## src/rtl/regfile_wb_arbiter.sv

```systemverilog
// regfile_wb_arbiter
//   Arbitrates the register file's single write port between the in-order
//   pipeline writeback (always wins) and a multi-cycle result stream. The
//   multi-cycle results wait in an in-order queue and drain on free cycles.
//   A pipeline write kills any queued write to the same register, because the
//   pipeline write is younger. Decode can ask whether a source register has a
//   write still pending in the queue.
//
// Ports
//   clk, rst                 clock, synchronous active-high reset
//   pipe_we/waddr/wdata      pipeline writeback request (no backpressure)
//   mc_valid/ready/waddr/wdata  multi-cycle result handshake
//   rf_we/waddr/wdata        registered register-file write port
//   q1_addr/q1_hit, q2_addr/q2_hit  pending-write hazard queries
//   fifo_count               occupied queue slots, killed entries included
module regfile_wb_arbiter #(
    parameter int DATA_WIDTH = 32,
    parameter int ADDR_WIDTH = 5,
    parameter int FIFO_DEPTH = 4
) (
    input  logic                          clk,
    input  logic                          rst,
    input  logic                          pipe_we,
    input  logic [ADDR_WIDTH-1:0]         pipe_waddr,
    input  logic [DATA_WIDTH-1:0]         pipe_wdata,
    input  logic                          mc_valid,
    output logic                          mc_ready,
    input  logic [ADDR_WIDTH-1:0]         mc_waddr,
    input  logic [DATA_WIDTH-1:0]         mc_wdata,
    output logic                          rf_we,
    output logic [ADDR_WIDTH-1:0]         rf_waddr,
    output logic [DATA_WIDTH-1:0]         rf_wdata,
    input  logic [ADDR_WIDTH-1:0]         q1_addr,
    input  logic [ADDR_WIDTH-1:0]         q2_addr,
    output logic                          q1_hit,
    output logic                          q2_hit,
    output logic [$clog2(FIFO_DEPTH):0]   fifo_count
);
    localparam int PTR_W = $clog2(FIFO_DEPTH);
    localparam int CNT_W = PTR_W + 1;

    logic [PTR_W-1:0]      head;
    logic [PTR_W-1:0]      tail;
    logic [CNT_W-1:0]      count;
    logic [FIFO_DEPTH-1:0] ent_valid;
    logic [ADDR_WIDTH-1:0] ent_waddr [FIFO_DEPTH];
    logic [DATA_WIDTH-1:0] ent_wdata [FIFO_DEPTH];

    logic full;
    logic pipe_wr;
    logic push;
    logic pop;
    logic push_valid;
    logic hit1;
    logic hit2;

    // Acceptance looks only at the registered count: a pop in the same cycle
    // does not free a slot for a push (no push-through).
    assign full     = (count == CNT_W'(FIFO_DEPTH));
    assign mc_ready = !full && !rst;

    // Writes to r0 are architecturally meaningless: a pipe write to r0 is an
    // idle cycle, and a multi-cycle result to r0 is accepted but not queued.
    assign pipe_wr    = pipe_we && (pipe_waddr != '0);
    assign push       = mc_valid && mc_ready && (mc_waddr != '0);
    assign pop        = !pipe_wr && (count != '0);
    // A same-cycle pipe write is younger, so a matching push is born dead.
    assign push_valid = !(pipe_wr && (mc_waddr == pipe_waddr));

    assign fifo_count = count;

    // Queue control state. Popping clears the slot's valid bit so that
    // valid implies occupied, which keeps the hazard query a plain search.
    always_ff @(posedge clk) begin
        if (rst) begin
            head      <= '0;
            tail      <= '0;
            count     <= '0;
            ent_valid <= '0;
        end else begin
            if (push) tail <= tail + PTR_W'(1);
            if (pop)  head <= head + PTR_W'(1);
            count <= count + CNT_W'(push) - CNT_W'(pop);
            if (pipe_wr) begin
                for (int i = 0; i < FIFO_DEPTH; i++) begin
                    if (ent_waddr[i] == pipe_waddr) ent_valid[i] <= 1'b0;
                end
            end
            if (pop)  ent_valid[head] <= 1'b0;
            if (push) ent_valid[tail] <= push_valid;
        end
    end

    // Queue payload; never needs reset because valid gates every use.
    always_ff @(posedge clk) begin
        if (push) begin
            ent_waddr[tail] <= mc_waddr;
            ent_wdata[tail] <= mc_wdata;
        end
    end

    // Write port stage: pipe write, else head pop (killed head gives rf_we=0).
    always_ff @(posedge clk) begin
        if (rst) begin
            rf_we    <= 1'b0;
            rf_waddr <= '0;
            rf_wdata <= '0;
        end else if (pipe_wr) begin
            rf_we    <= 1'b1;
            rf_waddr <= pipe_waddr;
            rf_wdata <= pipe_wdata;
        end else if (pop) begin
            rf_we    <= ent_valid[head];
            rf_waddr <= ent_waddr[head];
            rf_wdata <= ent_wdata[head];
        end else begin
            rf_we    <= 1'b0;
        end
    end

    // Hazard query over registered queue state only.
    always_comb begin
        hit1 = 1'b0;
        hit2 = 1'b0;
        for (int i = 0; i < FIFO_DEPTH; i++) begin
            if (ent_valid[i] && (ent_waddr[i] == q1_addr)) hit1 = 1'b1;
            if (ent_valid[i] && (ent_waddr[i] == q2_addr)) hit2 = 1'b1;
        end
    end

    assign q1_hit = hit1 && (q1_addr != '0);
    assign q2_hit = hit2 && (q2_addr != '0);

endmodule

```

## config.mk

```make
export PLATFORM = sky130hd
export DESIGN_NAME = regfile_wb_arbiter
export DESIGN_NICKNAME = d
export VERILOG_FILES = /design/src/rtl/regfile_wb_arbiter.sv
export SDC_FILE = /design/constraint.sdc
export NUM_CORES = 1
export LEC_CHECK = 0
export BUFFER_PORTS_ARGS = -buffer_cell sky130_fd_sc_hd__buf_2
export CAP_MARGIN = 15
export CORE_UTILIZATION = 59
export CTS_BUF_LIST = sky130_fd_sc_hd__clkbuf_2
export DETAILED_ROUTE_END_ITERATION = 16
export GPL_ROUTABILITY_DRIVEN = 0
export PLACE_DENSITY_LB_ADDON = 0.12
export SETUP_SLACK_MARGIN = 0.4
export SLEW_MARGIN = 20
export SYNTH_ARGS = -nofsm -noshare
export SYNTH_HDL_FRONTEND = slang
export SYNTH_SLANG_ARGS = --single-unit
```

## constraint.sdc

```tcl
create_clock -name clk -period 3.55 [get_ports clk]
set_input_delay 0.8875 -clock clk [delete_from_list [all_inputs] [get_ports clk]]
set_output_delay 0.8875 -clock clk [all_outputs]
set_load 0.02 [all_outputs]
```

==> results of run 1 <==
[logic make-up after synthesis]
logic type,Yosys count
flops,199
buf+inv,56
xor+xnor,69
simple gates,135
mux,39
fa+ha+maj,11
compound gates,88
[layer usage]
layer / up-vias / routed length (um) / global-route usage [%]
li1: 2475 / - / -
met1: 2670 / 7690 / 35.6
met2: 219 / 9430 / 44.2
met3: 26 / 1280 / 5.58
met4: 0 / 352 / 9.53
met5: - / 0 / 0
[cells in the final DEF (no fill, tap or decap), drive strengths merged, types with 5 or more instances in the layout]
cell,n
clkinv,6
inv,10
nor2,45
nand3,16
dfxtp,51
xnor2,22
edfxtp,148
nand2,39
xor2,47
mux4,38
buf,155
nor3,6
a21oi,42
a211oi,36
ha,10
nand4,6
nor4,8
o21ai,5
clkbuf,20
[synth_stat cells, drive strengths merged]
| library cell | instances |
|---|---|
| and2 | 4 |
| nand4 | 6 |
| mux4 | 38 |
| ha | 10 |
| nor3 | 6 |
| o211a | 1 |
| clkbuf | 27 |
| nor2 | 45 |
| fa | 1 |
| nor2b | 2 |
| or4 | 4 |
| buf | 21 |
| a41oi | 1 |
| mux2i | 1 |
| nand4b | 4 |
| nand3 | 16 |
| xnor2 | 22 |
| o21ai | 5 |
| a211oi | 36 |
| inv | 8 |
| nand2 | 39 |
| a21oi | 42 |
| dfxtp | 51 |
| edfxtp | 148 |
| o21a | 3 |
| or3 | 1 |
| xor2 | 47 |
| nor4 | 8 |
[worst max-delay path: stages (launching register included)]
cell,delay [ns]
edfxtp_1,0.55
xor2_1,0.23
nor4_2,0.32
nand3_1,0.13
nand4_1,0.08
o21a_1,0.14
buf_6,0.12
[state kept, by name, summed over array words and instances, names as in the netlist, named ones only]
signal and cells:
ent_valid 4, ent_waddr 20, ent_wdata 128, fifo_count 3
head 2, rf_waddr 5, rf_wdata 32, rf_we 1
tail 2
[power by group through the flow]
stage,Combinational [mW],Sequential [mW],Clock [mW]
after floorplan,0.993,2.95,0
after global placement,1.47,2.92,0
after detailed placement,1.49,2.93,0
after CTS,1.51,2.87,1.22
after global routing,1.64,2.90,1.30
final,1.51,2.87,1.19
[final cells by class]
| cell class | instances | area, um^2 | share of cell area [%] |
|---|---|---|---|
| clock buffers | 20 | 100 | 1.03 |
| flip-flops and latches | 199 | 5470 | 56.2 |
| well taps | 180 | 225 | 2.31 |
| clock inverters | 12 | 174 | 1.79 |
| inverters | 8 | 30.0 | 0.308 |
| multi-input cells | 342 | 2860 | 29.4 |
| repair buffers | 155 | 873 | 8.97 |
| diodes | 1 | 2.50 | 0.0257 |
[path summary, 6_finish.rpt]
path                                      start              end  cells after the start
worst min register to register     ent_valid[0]     ent_valid[0]                      2
worst max-delay path            ent_waddr[1][4]           q2_hit                      6
worst max register to register    fifo_count[1]    fifo_count[2]                     11
worst min-delay path                mc_wdata[2]  ent_wdata[2][2]                      1
[timing repair]
| item | in CTS | in global routing |
|---|---|---|
| endpoints found under the setup margin | 2 | 2 |
| buffers inserted | 13 | 5 |
| pin swaps | 7 | 8 |
| gates cloned | 0 | 0 |
| resized for setup | 6 | 3 |
[per-stage QoR]
stage | instance area, um^2 | hold slack, ns | setup WS (ns)
after floorplan | 8540 | 0.481 | 0.404
after global placement | 9280 | 0.525 | 0.336
after detailed placement | 9280 | 0.525 | 0.242
after CTS | 9680 | 0.261 | 0.329
after global routing | 9740 | 0.242 | 0.231
final | 9740 | 0.333 | 0.358
==> results by group, run 1 <==
Global routing
  – Initial antenna violation count: 1
  – Global-route usage over all layers: about 27%
  – Gr ovfl total: 0
  – First-pass GRT wire length: 29,000 um
  – Largest net degree at the start of global routing: 52
  – Number of global-route vias before repair: around 5,400

Critical path
  – Crit-path max FO: 3
  – Crit. End Element: output port
  – Worst EP required: approximately 2.7 ns
  – Critical Path AT: between 2 and 2.5 ns
  – Critical path class: reg2out
  – Critical Path Source Type: register
  – R2R Setup Slk: 0.96 ns

Synth
  – Syn Area/Cell: 14.3 um^2
  – Post-Syn Instances: between 500 and 600
  – Post-synth top area share: a little over half
  – Sequential area share after synthesis: roughly 64%
  – Synth Area in Simple Gates: about 7.4%
  – Mapped Area: 8530 um^2
  – Adder-cell share of the synthesized area: 1.70%
  – Post-synthesis xor/xnor area fraction: around 7%
  – Yosys top cell by area: edfxtp_1
  – Synth Area in Compound Gates: 6.54%
  – Yosys warnings: 0
  – #FFs+latches synth: a little under 200
  – Syn nets: between 600 and 700
  – Number of different library cells in the post-synthesis netlist: 34
  – Mux contribution to synthesized area: 10.1%
  – Largest family of logic cells by synthesized area: multiplexers
  – Top post-synthesis cells by area: edfxtp_1 52%, dfxtp_1 12%, mux4_2 10%

Routing
  – Via count: between 5,000 and 6,000
  – Routed wire length: around 19,000 um
  – ANT nets after route: 0
  – WL/cell: 20.5 um
  – Post-route DRC: 0
  – DR vias/cell: between 5 and 6
  – DRT Pass-1 Iters: 5
  – Drt initial violations: around 380

Floorplan
  – Starting density of the core: between 60% and 70%
  – Die outline area: between 10,000 and 15,000 um^2
  – Die width: 122 um
  – Core Footprint: roughly 14,000 um^2
  – Num ports: ~130
  – Chip height: 122 um
  – Site row count: 43

Timing
  – Final setup fails: 0
  – Least-Margin Pin Slew: roughly 1.1 ns
  – Unrepaired setup endpoints after global routing: true
  – Worst slew margin relative to its limit: 28.3%
  – Clock skew: about 0.035 ns
  – Final Hold Viols: 0
  – Setup TNS: 0 ns
  – Period utilization: between 80% and 90%
  – Final-report max-slew violation count: 0
  – Tmin final: around 3.2 ns
  – Fmax: 0.313 GHz

Power and ir drop
  – Combinational share of power: between 20 and 30%
  – Peak supply drop: 0.388 mV
  – NetSw: around 1.8 mW
  – Leak: around 3.5 nW
  – Internal Power: 3.80 mW
  – Total power: ~5.6 mW
  – Seq pwr share: 51.5%
  – Clk pwr share: 21.4%
  – Switching Share: a little under a third
  – Power density over cell area: 572 nW/um^2

Clock tree
  – Max Root-Sink Buffers: 2
  – Root Buffer: clkbuf_2
  – CTS Sinks: 199
  – Max H-tree Level: 4
  – Worst-skew pair later-pin latency: about 0.74 ns
  – # hold bufs at CTS: 0
  – TritonCTS buffer count: 17
  – Clock Pin Slew Worst Setup and Hold Paths: between 0.2 and 0.3 ns
  – CTS tree: yes

Finish
  – Layout Nets: around 800
  – Ratio of cells with drive above 1 in the final layout: roughly a third
  – Synth-to-layout area growth: 14.1%
  – Final Non-Filler Cells: ~920
  – Fillcell total: approximately 1,000
  – Core Util, Final: between 60% and 70%

Placement
  – Placed cell count: between 800 and 900
  – Hpwl dp: between 10,000 and 15,000 um
  – # port buffers: 131

Worst hold path
  – HP Class: in2reg

Run status
  – Outcome: complete, no violations

Run
  – Maxcap violations: 0
Power figures use the tool's default switching activity.
==> run 2, diff against run 1 <==
CORE_UTILIZATION = 61   (was 59)
clock period = 4.1 ns   (was 3.55 ns; I/O delays follow)
==> run 2 against run 1 <==
Compared with the run above:
- via count fell by 1.4%
- clock power fell by 28%
- worst setup slack improved by 0.40 ns
- critical path depth did not move
- clock skew fell by 0.0034 ns
- cell count fell by 2.4%
- combinational power fell by 17%
- non-clock buffer count fell by 17
- core utilization rose by 0.69 points
- power fell by 17%
- flip-flop and latch count did not move
- highest routed layer unchanged
==> results by group, run 2 (synthesis results as in run 1) <==
Run status
  – Outcome: complete, no violations

Timing
  – Tmin final: 3.34 ns
  – Fmax: 0.299 GHz
  – Final-report max-slew violation count: 0
  – Setup TNS: 0 ns
  – Worst slew margin relative to its limit: about a quarter
  – Unrepaired setup endpoints after global routing: false
  – Period utilization: ~80%
  – Final setup fails: 0
  – Final Hold Viols: 0
  – Clock skew: 0.0311 ns
  – Least-Margin Pin Slew: ~1.1 ns

Finish
  – Fillcell total: ~970
  – Top Registers: ent_wdata: 128 flops, rf_wdata: 32 flops, ent_waddr: 20 flops
  – Final Non-Filler Cells: 895
  – Max FFs per register: between 100 and 150
  – Commonest cells after routing, fill and taps aside: 148 x edfxtp_1, 131 x buf_2, 49 x dfxtp_1
  – Most flop-heavy register: ent_wdata
  – Ant. Diodes: 0
  – Synth-to-layout area growth: 10.8%
  – Ratio of cells with drive above 1 in the final layout: about 30%
  – Commonest non-fill, non-tap cell in the layout: edfxtp_1
  – Layout Nets: 805
  – Design Area, Final: between 9000 and 10,000 um^2

Global routing
  – First-pass GRT wire length: approximately 28,000 um
  – Largest net degree at the start of global routing: 52
  – Number of global-route vias before repair: 5,414
  – Gr ovfl total: 0
  – Global-route usage over all layers: between 20% and 30%
  – Initial antenna violation count: 0

Clock tree
  – Max Root-Sink Buffers: 2
  – Post-CTS Setup Inserts: 0
  – Root Buffer: clkbuf_2
  – CTS tree: yes
  – Max H-tree Level: 4
  – Worst-skew pair later-pin latency: a little under 0.8 ns
  – Clock Pin Slew Worst Setup and Hold Paths: 0.26 ns
  – CTS Sinks: just under 200
  – TritonCTS buffer count: 17
  – Post-CTS Resized: 0
  – # hold bufs at CTS: 0

Routing
  – ANT nets after route: 0
  – DR vias/cell: slightly below 6
  – Wl on met1: around 7500 um
  – Post-route DRC: 0
  – WL/cell: around 20 um
  – Via count: ~5,300
  – Routed wire length: between 15,000 and 20,000 um
  – Drt initial violations: around 300
  – DRT Pass-1 Iters: 5
  – Met2 wire length: between 8000 and 9000 um
  – Met3 WL: approximately 1200 um
  – Highest metal used: met4

Placement
  – Hpwl dp: ~11,000 um
  – Placed cell count: around 860
  – Placed inst area: just over 9000 um^2
  – # port buffers: between 100 and 150

Worst hold path
  – HP Class: in2reg

Floorplan
  – Chip height: 120 um
  – Starting density of the core: between 60% and 70%
  – Site row count: 42
  – Num ports: around 130
  – Die outline area: between 10,000 and 15,000 um^2
  – Die width: 120 um
  – Core Footprint: around 13,000 um^2

Critical path
  – Critical path class: reg2out
  – Critical Path AT: 2.32 ns
  – R2R Setup Slk: approximately 1.3 ns
  – Crit-path max FO: 4
  – Worst EP required: a little over 3 ns
  – Critical Path Source Type: register
  – Crit. End Element: output port

Power and ir drop
  – Power density over cell area: just under 500 nW/um^2
  – Total power: 4.60 mW
  – Leak: between 3 and 4 nW
  – Peak supply drop: approximately 0.33 mV

Run
  – Maxcap violations: 0
==> run 2: cell count changes in the layout (fill, tap and decap cells not counted), moves of 2 or more <==
| cell | previous run | this run |
|---|---|---|
| buf_4 | 22 | 7 |
| bufinv_16 | 4 | 1 |
| nor4_1 | 3 | 8 |
| buf_2 | 129 | 131 |
| nor4_2 | 5 | 0 |
| buf_12 | 2 | 0 |
| buf_6 | 2 | 0 |
| clkinvlp_4 | 0 | 3 |
==> run 2: cell type report <==
cell class                 instances  area (um^2)  area share [%]
timing repair buffer             138          708            7.49
inverter                           8         30.0           0.318
tap                              176          220            2.33
clock buffer                      19         95.1            1.01
multi-input combinational        342         2830            29.9
clock inverter                    13          106            1.12
sequential                       199         5470            57.8
==> run 2: critical path: stages (launching register included) <==
cell      delay, ns
edfxtp_1       0.57
xor2_1         0.21
nor4_1         0.29
nand3_1        0.11
nand4_1        0.10
o21a_1         0.12
buf_2          0.16
==> run 2: path summary, 6_finish.rpt <==
| path | from | depth (start not counted) | endpoint |
|---|---|---|---|
| worst max-delay path | ent_waddr[3][1] | 6 | q1_hit |
| worst min-delay path | mc_wdata[29] | 1 | ent_wdata[0][29] |
| worst min register to register | rf_wdata[7] | 2 | rf_wdata[7] |
| worst max register to register | fifo_count[1] | 11 | fifo_count[2] |
==> run 2: stage by stage <==
| step | hold WS (ns) | setup slack (ns) | util [%] |
|---|---|---|---|
| after CTS | 0.387 | 0.695 | 70.3 |
| after global placement | 0.526 | 0.740 | 68.8 |
| after floorplan | 0.481 | 0.634 | - |
| after global routing | 0.351 | 0.579 | 70.3 |
| final | 0.434 | 0.756 | 70.3 |
| after detailed placement | 0.537 | 0.645 | 68.8 |
==> run 2: layer usage <==
| layer | track usage [%] | up-vias |
|---|---|---|
| met4 | 9.57 | 0 |
| met5 | 0 | - |
| met2 | 43.4 | 195 |
| li1 | - | 2438 |
| met3 | 6.18 | 21 |
| met1 | 35.3 | 2658 |
==> run 2: report_power, final <==
| group | leakage (nW) | total, mW | switching (mW) | internal [mW] |
|---|---|---|---|---|
| clock | 0.122 | 0.853 | 0.634 | 0.220 |
| sequential | 1.77 | 2.50 | 0.164 | 2.33 |
| combinational | 1.51 | 1.25 | 0.726 | 0.528 |
